**config.mk**
```make
export PLATFORM = sky130hd
export DESIGN_NAME = sh_wdt_gen
export DESIGN_NICKNAME = d
export VERILOG_FILES = /design/src/rtl/sh_wdt_gen_pkg.sv /design/src/rtl/sh_wdt_gen_pulse.sv /design/src/rtl/sh_wdt_gen.sv
export SDC_FILE = /design/constraint.sdc
export NUM_CORES = 1
export LEC_CHECK = 0
export CAP_MARGIN = 25
export CELL_PAD_IN_SITES_DETAIL_PLACEMENT = 1
export CELL_PAD_IN_SITES_GLOBAL_PLACEMENT = 2
export CORE_UTILIZATION = 29
export CTS_CLUSTER_DIAMETER = 50
export CTS_CLUSTER_SIZE = 10
export DETAILED_ROUTE_END_ITERATION = 10
export GPL_ROUTABILITY_DRIVEN = 0
export GPL_TIMING_DRIVEN = 0
export PLACE_DENSITY_LB_ADDON = 0.15
export SLEW_MARGIN = 10
export SYNTH_ARGS = -nofsm -noshare
export SYNTH_HDL_FRONTEND = slang
export SYNTH_SLANG_ARGS = --single-unit
```
**constraint.sdc**
```tcl
create_clock -name CLK -period 3.3 [get_ports CLK]
set_clock_uncertainty 0.2 [all_clocks]
set_input_delay 0.66 -clock CLK [delete_from_list [all_inputs] [get_ports CLK]]
set_output_delay 0.66 -clock CLK [all_outputs]
set_load 0.03 [all_outputs]
```
**src/rtl/sh_wdt_gen_pkg.sv**
```systemverilog
// Shared types and constants for the sh_wdt_gen watchdog/interval timer.
// Includes the CSR layout, the bus write keys and the prescaler tap table.
package sh_wdt_gen_pkg;

    typedef enum logic [1:0] {
        WDTG_MODE_INTERVAL  = 2'b00,
        WDTG_MODE_WATCHDOG  = 2'b01,
        WDTG_MODE_WINDOW    = 2'b10,
        WDTG_MODE_WATCHDOG2 = 2'b11
    } WDTG_MODE_t;

    typedef struct packed {
        logic       ovf;
        logic       wovf;
        logic       early;
        logic [3:0] rsv;
        logic       lock;
        logic       rsts;
        logic       rste;
        WDTG_MODE_t mode;
        logic       tme;
        logic [2:0] cks;
    } WDTG_CSR_t;

    localparam logic [7:0] WDTG_KEY_CSR = 8'hA5;
    localparam logic [7:0] WDTG_KEY_CNT = 8'h5A;
    localparam int         WDTG_PRE_W   = 13;

    // Entry [n] is log2 of the divider selected by CKS=n.
    localparam logic [7:0][3:0] WDTG_DIV_LOG2 = {4'd13, 4'd12, 4'd10, 4'd9,
                                                 4'd8,  4'd7,  4'd6,  4'd1};

    function automatic logic [WDTG_PRE_W-1:0] wdtg_pre_mask(input logic [2:0] cks);
        return (WDTG_PRE_W'(1'b1) << WDTG_DIV_LOG2[cks]) - WDTG_PRE_W'(1'b1);
    endfunction

endpackage

```
**src/rtl/sh_wdt_gen_pulse.sv**
```systemverilog
// Loadable pulse stretcher: busy_o rises on the edge after start_i and stays
// high for exactly WIDTH clock cycles; a new start restarts the full width.
module sh_wdt_pulse #(
    parameter int WIDTH = 128
) (
    input  logic clk_i,
    input  logic rst_i,
    input  logic start_i,
    output logic busy_o
);
    localparam int CW = $clog2(WIDTH + 1);

    logic [CW-1:0] cnt_q, cnt_d;
    logic          busy_q, busy_d;

    // Next-state for the remaining-cycle counter and busy flag.
    always_comb begin
        cnt_d  = cnt_q;
        busy_d = busy_q;
        if (start_i) begin
            busy_d = 1'b1;
            cnt_d  = CW'(WIDTH - 1);
        end else if (cnt_q != '0) begin
            cnt_d = cnt_q - CW'(1'b1);
        end else begin
            busy_d = 1'b0;
        end
    end

    // State registers.
    always_ff @(posedge clk_i) begin
        if (rst_i) begin
            cnt_q  <= '0;
            busy_q <= 1'b0;
        end else begin
            cnt_q  <= cnt_d;
            busy_q <= busy_d;
        end
    end

    assign busy_o = busy_q;

endmodule

```
**src/rtl/sh_wdt_gen.sv**
```systemverilog
// Watchdog / interval timer on the internal peripheral bus: prescaler, CNT_W-bit
// up-counter, interval/watchdog/window modes, keyed writes and a sticky config lock.
module sh_wdt_gen
    import sh_wdt_gen_pkg::*;
#(
    parameter int          CNT_W     = 8,
    parameter logic [31:0] BASE_ADDR = 32'hFFFFFE80,
    parameter int          OVF_PULSE = 128,
    parameter int          RES_PULSE = 512
) (
    input  logic        CLK,
    input  logic        RST,
    input  logic        CE_R,
    input  logic        CE_F,
    input  logic [31:0] IBUS_A,
    input  logic [31:0] IBUS_DI,
    output logic [31:0] IBUS_DO,
    input  logic        IBUS_WE,
    input  logic        IBUS_REQ,
    output logic        IBUS_BUSY,
    output logic        IBUS_ACT,
    output logic        ITI_IRQ,
    output logic        WDTOVF_N,
    output logic        RES_REQ,
    output logic        RES_TYPE
);
    localparam logic [CNT_W-1:0] CNT_MAX = '1;

    WDTG_CSR_t              csr_q, csr_d, wr_csr_s;
    logic [CNT_W-1:0]       cnt_q, cnt_d, win_q, win_d;
    logic [WDTG_PRE_W-1:0]  pre_q, pre_d, pre_mask_s;
    logic [31:0]            do_q, do_d, rd_data_s, off_s;
    logic [1:0]             word_s;
    logic                   rtype_q, rtype_d;
    logic act_s, wr_s, rd_s, csr_wr_s, cnt_wr_s, win_wr_s;
    logic tick_s, wd_mode_s, wrap_s, early_s, action_s;
    logic ovf_busy_s, res_busy_s, unused_s;

    assign off_s    = IBUS_A - BASE_ADDR;
    assign word_s   = off_s[3:2];
    assign act_s    = (IBUS_A >= BASE_ADDR) && (IBUS_A <= (BASE_ADDR + 32'h0000000B));
    assign wr_s     = CE_R & IBUS_REQ & IBUS_WE & act_s;
    assign rd_s     = CE_F & IBUS_REQ & ~IBUS_WE & act_s;
    assign csr_wr_s = wr_s & (word_s == 2'd0) & (IBUS_DI[31:24] == WDTG_KEY_CSR);
    assign cnt_wr_s = wr_s & (word_s == 2'd1) & (IBUS_DI[31:24] == WDTG_KEY_CNT);
    assign win_wr_s = wr_s & (word_s == 2'd2) & (IBUS_DI[31:24] == WDTG_KEY_CNT);
    assign wr_csr_s = WDTG_CSR_t'(IBUS_DI[15:0]);

    assign pre_mask_s = wdtg_pre_mask(csr_q.cks);
    assign tick_s     = CE_R & csr_q.tme & ((pre_q & pre_mask_s) == pre_mask_s);
    assign wd_mode_s  = (csr_q.mode != WDTG_MODE_INTERVAL);
    // A same-cycle CNT write suppresses the increment, so it also suppresses the wrap.
    assign wrap_s     = tick_s & ~cnt_wr_s & (cnt_q == CNT_MAX);
    assign early_s    = cnt_wr_s & (csr_q.mode == WDTG_MODE_WINDOW) & (cnt_q < win_q);
    assign action_s   = (wrap_s & wd_mode_s) | early_s;

    assign unused_s = ^{IBUS_DI[23:16], off_s[31:4], off_s[1:0], wr_csr_s.rsv};

    // Next-state for counter, window, prescaler and CSR.
    always_comb begin
        csr_d   = csr_q;
        cnt_d   = cnt_q;
        win_d   = win_q;
        pre_d   = pre_q;
        rtype_d = rtype_q;

        if (!csr_q.tme) begin
            pre_d = '0;
        end else if (CE_R) begin
            pre_d = pre_q + WDTG_PRE_W'(1'b1);
        end else begin
            pre_d = pre_q;
        end

        if (cnt_wr_s) begin
            cnt_d = IBUS_DI[CNT_W-1:0];
        end else if (tick_s) begin
            cnt_d = cnt_q + CNT_W'(1'b1);
        end else begin
            cnt_d = cnt_q;
        end

        if (win_wr_s) begin
            win_d = IBUS_DI[CNT_W-1:0];
        end else begin
            win_d = win_q;
        end

        // A CSR write owns TME outright; otherwise a watchdog overflow stops the timer.
        if (csr_wr_s) begin
            csr_d.tme   = wr_csr_s.tme;
            csr_d.ovf   = csr_q.ovf & wr_csr_s.ovf;
            csr_d.wovf  = csr_q.wovf & wr_csr_s.wovf;
            csr_d.early = csr_q.early & wr_csr_s.early;
            if (!csr_q.lock) begin
                csr_d.cks  = wr_csr_s.cks;
                csr_d.mode = wr_csr_s.mode;
                csr_d.rste = wr_csr_s.rste;
                csr_d.rsts = wr_csr_s.rsts;
                csr_d.lock = wr_csr_s.lock;
            end else begin
                csr_d.lock = csr_q.lock;
            end
        end else if (wrap_s & wd_mode_s) begin
            csr_d.tme = 1'b0;
        end else begin
            csr_d.tme = csr_q.tme;
        end

        csr_d.ovf   = csr_d.ovf | (wrap_s & ~wd_mode_s);
        csr_d.wovf  = csr_d.wovf | (wrap_s & wd_mode_s);
        csr_d.early = csr_d.early | early_s;
        csr_d.rsv   = 4'b0000;

        if (action_s & csr_q.rste) begin
            rtype_d = csr_q.rsts;
        end else begin
            rtype_d = rtype_q;
        end
    end

    // Read-data mux and falling-phase capture.
    always_comb begin
        case (word_s)
            2'd0:    rd_data_s = {16'h0000, csr_q};
            2'd1:    rd_data_s = 32'(cnt_q);
            2'd2:    rd_data_s = 32'(win_q);
            default: rd_data_s = 32'h00000000;
        endcase
        if (rd_s) begin
            do_d = rd_data_s;
        end else if (CE_F) begin
            do_d = 32'h00000000;
        end else begin
            do_d = do_q;
        end
    end

    // State registers.
    always_ff @(posedge CLK) begin
        if (RST) begin
            csr_q   <= '0;
            cnt_q   <= '0;
            win_q   <= '0;
            pre_q   <= '0;
            do_q    <= 32'h00000000;
            rtype_q <= 1'b0;
        end else begin
            csr_q   <= csr_d;
            cnt_q   <= cnt_d;
            win_q   <= win_d;
            pre_q   <= pre_d;
            do_q    <= do_d;
            rtype_q <= rtype_d;
        end
    end

    sh_wdt_pulse #(.WIDTH(OVF_PULSE)) u_ovf_pulse (
        .clk_i   (CLK),
        .rst_i   (RST),
        .start_i (action_s),
        .busy_o  (ovf_busy_s)
    );

    sh_wdt_pulse #(.WIDTH(RES_PULSE)) u_res_pulse (
        .clk_i   (CLK),
        .rst_i   (RST),
        .start_i (action_s & csr_q.rste),
        .busy_o  (res_busy_s)
    );

    assign IBUS_DO   = do_q;
    assign IBUS_BUSY = 1'b0;
    assign IBUS_ACT  = act_s;
    assign ITI_IRQ   = csr_q.ovf;
    assign WDTOVF_N  = ~ovf_busy_s;
    assign RES_REQ   = res_busy_s;
    assign RES_TYPE  = rtype_q;

endmodule

```
==> insert_results.sql <==
INSERT INTO impl_metrics (metric_group, metric, value, unit) VALUES
('worst_setup_path', 'critPathTopFamily', 'simple AND/OR/NAND/NOR gates', ''),
('worst_setup_path', 'start_kind', 'input port', ''),
('placed_design', 'detailedPlace.worstSlack', '-0.989', 'ns'),
('clocking', 'clock_insertion_delay_worst_skew', '0.35', 'ns'),
('finish', 'nets', '741', ''),
('drt', 'dr.first_iter.drc_count', '186', ''),
('drt', 'wl_met1', '6.89', 'mm'),
('finish', 'area.growth.synth_to_final', '33.0', '%'),
('clocking', 'cts_max_level', '3', ''),
('pwr', 'power.leakage', '0.00223', 'uW'),
('floorplan', 'chipWidth', '127', 'um'),
('floorplan', 'floorplan.io_pins', '108', ''),
('pwr', 'irDropWorstVdd', '0.323', 'mV'),
('drt', 'routed_wire_length_per_instance', '16.8', 'um'),
('sta', 'worst-slew-pin-transition', '0.896', 'ns'),
('drt', 'routed-via-count', '4320', ''),
('sta', 'maximum_frequency_from_static_timing_analysis', '0.310', 'GHz'),
('worst_setup_path', 'cp.arrival', '2.37', 'ns'),
('worst_setup_path', 'timing.critical_path.required', '2.44', 'ns'),
('grt', 'global_route.usage.total', '18.8', '%'),
('worst_setup_path', 'cp_cell_sequence', 'clkdlybuf4s50_1 > nand4b_1 > nor4_2 > nand3_1 > a21oi_2 > clkdlybuf4s15_2', ''),
('synthesis', 'synth.distinct_cells', '63', ''),
('synthesis', 'avgSynthCellArea', '8.28', 'sq um'),
('synthesis', 'synthFlopType', 'sky130_fd_sc_hd__dfxtp_1', ''),
('floorplan', 'floorplan.core_area', '15300', 'sq um'),
('finish', 'fillerInstances', '1833', ''),
('placed_design', 'port_buffers', '70', ''),
('status', 'run_status', 'finished clean', ''),
('drt', 'drt_pass1_iterations', '4', ''),
('clocking', 'cts_root_buf', 'sky130_fd_sc_hd__clkbuf_16', ''),
('drt', 'avgViaCountPerCell', '4.95', ''),
('grt', 'grt_start_max_net_pins', '15', ''),
('synthesis', 'synth.ff_latch_count', '78', ''),
('sta', 'layout_worst_path_cycle_share', '97.9', '%'),
('synthesis', 'ys_warn_count', '0', ''),
('clocking', 'cts-hold-fix-buffers', '0', ''),
('synthesis', 'synth_enable_flop_cells', '0', ''),
('grt', 'number_of_antenna_violations_at_the_first_check_in_global_routing', '1', ''),
('floorplan', 'placement_rows', '45', ''),
('floorplan', 'initial_utilization', '29.9', '%'),
('finish', 'final-seq-area', '1560', 'sq um'),
('clocking', 'clk_transition_reported_paths', '0.06', 'ns'),
('clocking', 'cts-buffers-inserted', '9', ''),
('sta', 'post-route-worst-setup-slack', '0.0704', 'ns'),
('worst_setup_path', 'critical_path_class', 'in2out', ''),
('job', 'max_cap_viol_count', '0', ''),
('grt', 'first_global_vias', '4561', ''),
('clocking', 'cts_buffer_depth', '2', ''),
('grt', 'first_pass_grt_wire_length', '23.5', 'mm'),
('min_path', 'tightest_hold_check_type', 'reg2reg', ''),
('grt', 'grt_overflow', '0', ''),
('pwr', 'power_density', '464', 'nW/um^2'),
('sta', 'slew_viol_final', '0', ''),
('clocking', 'cts_tree', 'yes', ''),
('worst_setup_path', 'slowest_stage', 'sky130_fd_sc_hd__clkdlybuf4s50_1', ''),
('synthesis', 'mappedNetlistArea', '4560', 'sq um'),
('synthesis', 'netlist_instances', '550', ''),
('floorplan', 'design.die.area', '16200', 'sq um'),
('worst_setup_path', 'crit_fanout', '2', ''),
('placed_design', 'dp_hpwl', '11.0', 'mm'),
('sta', 'setup_violating_endpoint_count_in_the_final_report', '0', ''),
('drt', 'top_layer', 'met5', ''),
('drt', 'route.detailed.drc', '0', ''),
('finish', 'num_antenna_cells', '0', ''),
('sta', 'hold_viol', '0', ''),
('worst_setup_path', 'cp-end-kind', 'output pin', ''),
('worst_setup_path', 'buf_inv_on_cp', '2', ''),
('drt', 'wirelength_routed', '14.6', 'mm'),
('finish', 'final_util', '39.7', '%'),
('sta', 'final.min_clock_period', '3.23', 'ns'),
('synthesis', 'postSynth.asyncResetShare', '0', '%'),
('sta', 'timing.max_slew.rel_slack', '39.8', '%'),
('floorplan', 'die_height', '127', 'um'),
('synthesis', 'synth.yosys.seq_area_share', '34.3', '%'),
('drt', 'postRouteAntennaNets', '0', ''),
('finish', 'multi_input_area', '2790', 'sq um'),
('clocking', 'tritoncts_num_sinks', '78', ''),
('drt', 'dr_wl_met3', '477', 'um'),
('sta', 'grt_setup_unrepaired', 'yes', ''),
('drt', 'met2WireLength', '7.03', 'mm'),
('finish', 'layout-drive-gt1-share', '12.8', '%'),
('worst_setup_path', 'critical-path-max-stage-delay', '0.43', 'ns');
[layout make-up]
cell class	instances	area share, %
multi-input cells	422	46.0
repair buffers	76	12.5
clock buffers	10	3.94
well taps	211	4.36
inverters	21	1.30
clock inverters	6	1.14
plain buffers	49	4.96
flip-flops and latches	78	25.8
[layer usage]
layer / vias to the layer above / track usage (%)
met4: 2 / 5.88
met2: 68 / 32.8
li1: 2128 / -
met3: 17 / 3.60
met1: 2105 / 23.2
met5: - / 0
[Yosys cell counts, drive strengths merged (2+ instances only)]
cell / n / area (sq um)
o21ai: 24 / 120
dfxtp: 78 / 1560
a211oi: 5 / 37.5
a21o: 2 / 15.0
xnor2: 10 / 87.6
xor2: 9 / 78.8
nor3: 19 / 111
a32oi: 2 / 32.5
nor2b: 17 / 106
and4: 3 / 26.3
nand2b: 7 / 43.8
or3: 8 / 50.1
nor3b: 8 / 60.1
a21oi: 50 / 273
nor4b: 2 / 23.8
nand4: 18 / 113
and3: 8 / 50.1
or2: 3 / 18.8
mux2: 3 / 33.8
nor4bb: 7 / 70.1
a31oi: 2 / 18.8
nand3b: 7 / 52.6
inv: 21 / 78.8
nand2: 47 / 176
ha: 14 / 175
nand4b: 3 / 26.3
nand3: 8 / 40.0
or4: 3 / 22.5
a211o: 2 / 17.5
o211ai: 2 / 15.0
clkbuf: 18 / 68.8
o21bai: 2 / 15.0
mux2i: 30 / 300
nor2: 50 / 190
nor4: 11 / 83.8
buf: 31 / 223
[metrics by stage]
step	power (uW)	std cells	hold slack, ns	setup TNS [ns]	area [sq um]
after CTS	2850	873	0.275	0	6020
after floorplan	1580	570	0.236	0	4630
after global routing	2970	873	0.299	-0.0525	6060
after global placement	1750	851	0.247	-12.48	5600
after detailed placement	1780	851	0.265	-18.87	5600
final	2810	873	0.271	0	6060
[state kept, by name, summed over array words and instances, names as in the netlist, 8 cells and up, named ones only]
signal,count
IBUS_DO,12
cnt_q,8
u_res_pulse.cnt_q,10
win_q,8
u_ovf_pulse.cnt_q,8
csr_q,11
pre_q,13
[worst reg2reg max path, delay by kind of cell, from the launching register on]
kind	cells	cell delay [ns]
fa+ha+maj	1	0.23
simple gates	5	1.00
buf+inv	4	0.63
compound gates	3	0.71
flops	1	0.31
[what timing repair did]
action,4_1_cts,5_1_grt
buffers inserted,6,0
gates resized for setup,13,12
pin swaps,4,4
endpoints found under the setup margin,27,26
[report_power, final]
group | internal, uW | switching, uW
Sequential | 1010 | 58.8
Clock | 611 | 445
Combinational | 318 | 364
[final timing paths]
kind / to / cells past startpoint / start / slack [ns]
max reg2reg: cnt_q[2] / 13 / flop / 0.12
min: u_ovf_pulse.busy_o / 2 / u_ovf_pulse.busy_o / 0.27
min reg2reg: u_ovf_pulse.busy_o / 2 / u_ovf_pulse.busy_o / 0.27
max: IBUS_ACT / 6 / IBUS_A[4] / 0.07
[kinds of logic (layout without fill, tap and decap cells)]
group / after synthesis / count (layout) / synth area share (%)
and+or+nand+nor: 234 / 234 / 28.8
muxes: 33 / 33 / 7.33
adders and majority gates: 14 / 14 / 3.85
other: 1 / 21 / 0.0823
AOI/OAI and AO/OA: 101 / 101 / 13.9
DFF: 78 / 78 / 34.3
xor gates and xnor gates: 19 / 19 / 3.65
buffers and inverters: 70 / 162 / 8.13
[layout by cell type (no fill, tap or decap), types with 8 or more instances in the layout]
cell type                         netlist  layout
sky130_fd_sc_hd__a21oi_1               44      43
sky130_fd_sc_hd__inv_1                 21      21
sky130_fd_sc_hd__buf_4                 23      30
sky130_fd_sc_hd__xnor2_1               10      10
sky130_fd_sc_hd__nand4_1               18      18
sky130_fd_sc_hd__clkdlybuf4s50_1        0      69
sky130_fd_sc_hd__conb_1                 1      21
sky130_fd_sc_hd__mux2i_1               30      30
sky130_fd_sc_hd__clkbuf_1              17      16
sky130_fd_sc_hd__o21ai_0               24      23
sky130_fd_sc_hd__nor3_1                17      16
sky130_fd_sc_hd__clkbuf_16              0       9
sky130_fd_sc_hd__nor2b_1               17      17
sky130_fd_sc_hd__nand3_1                8       8
sky130_fd_sc_hd__xor2_1                 9       9
sky130_fd_sc_hd__nor3b_1                8       8
sky130_fd_sc_hd__or3_1                  8       8
sky130_fd_sc_hd__nor2_1                49      49
sky130_fd_sc_hd__ha_1                  14      13
sky130_fd_sc_hd__and3_1                 8       8
sky130_fd_sc_hd__nand2_1               47      47
sky130_fd_sc_hd__dfxtp_1               78      78
Power figures use the tool's default switching activity.
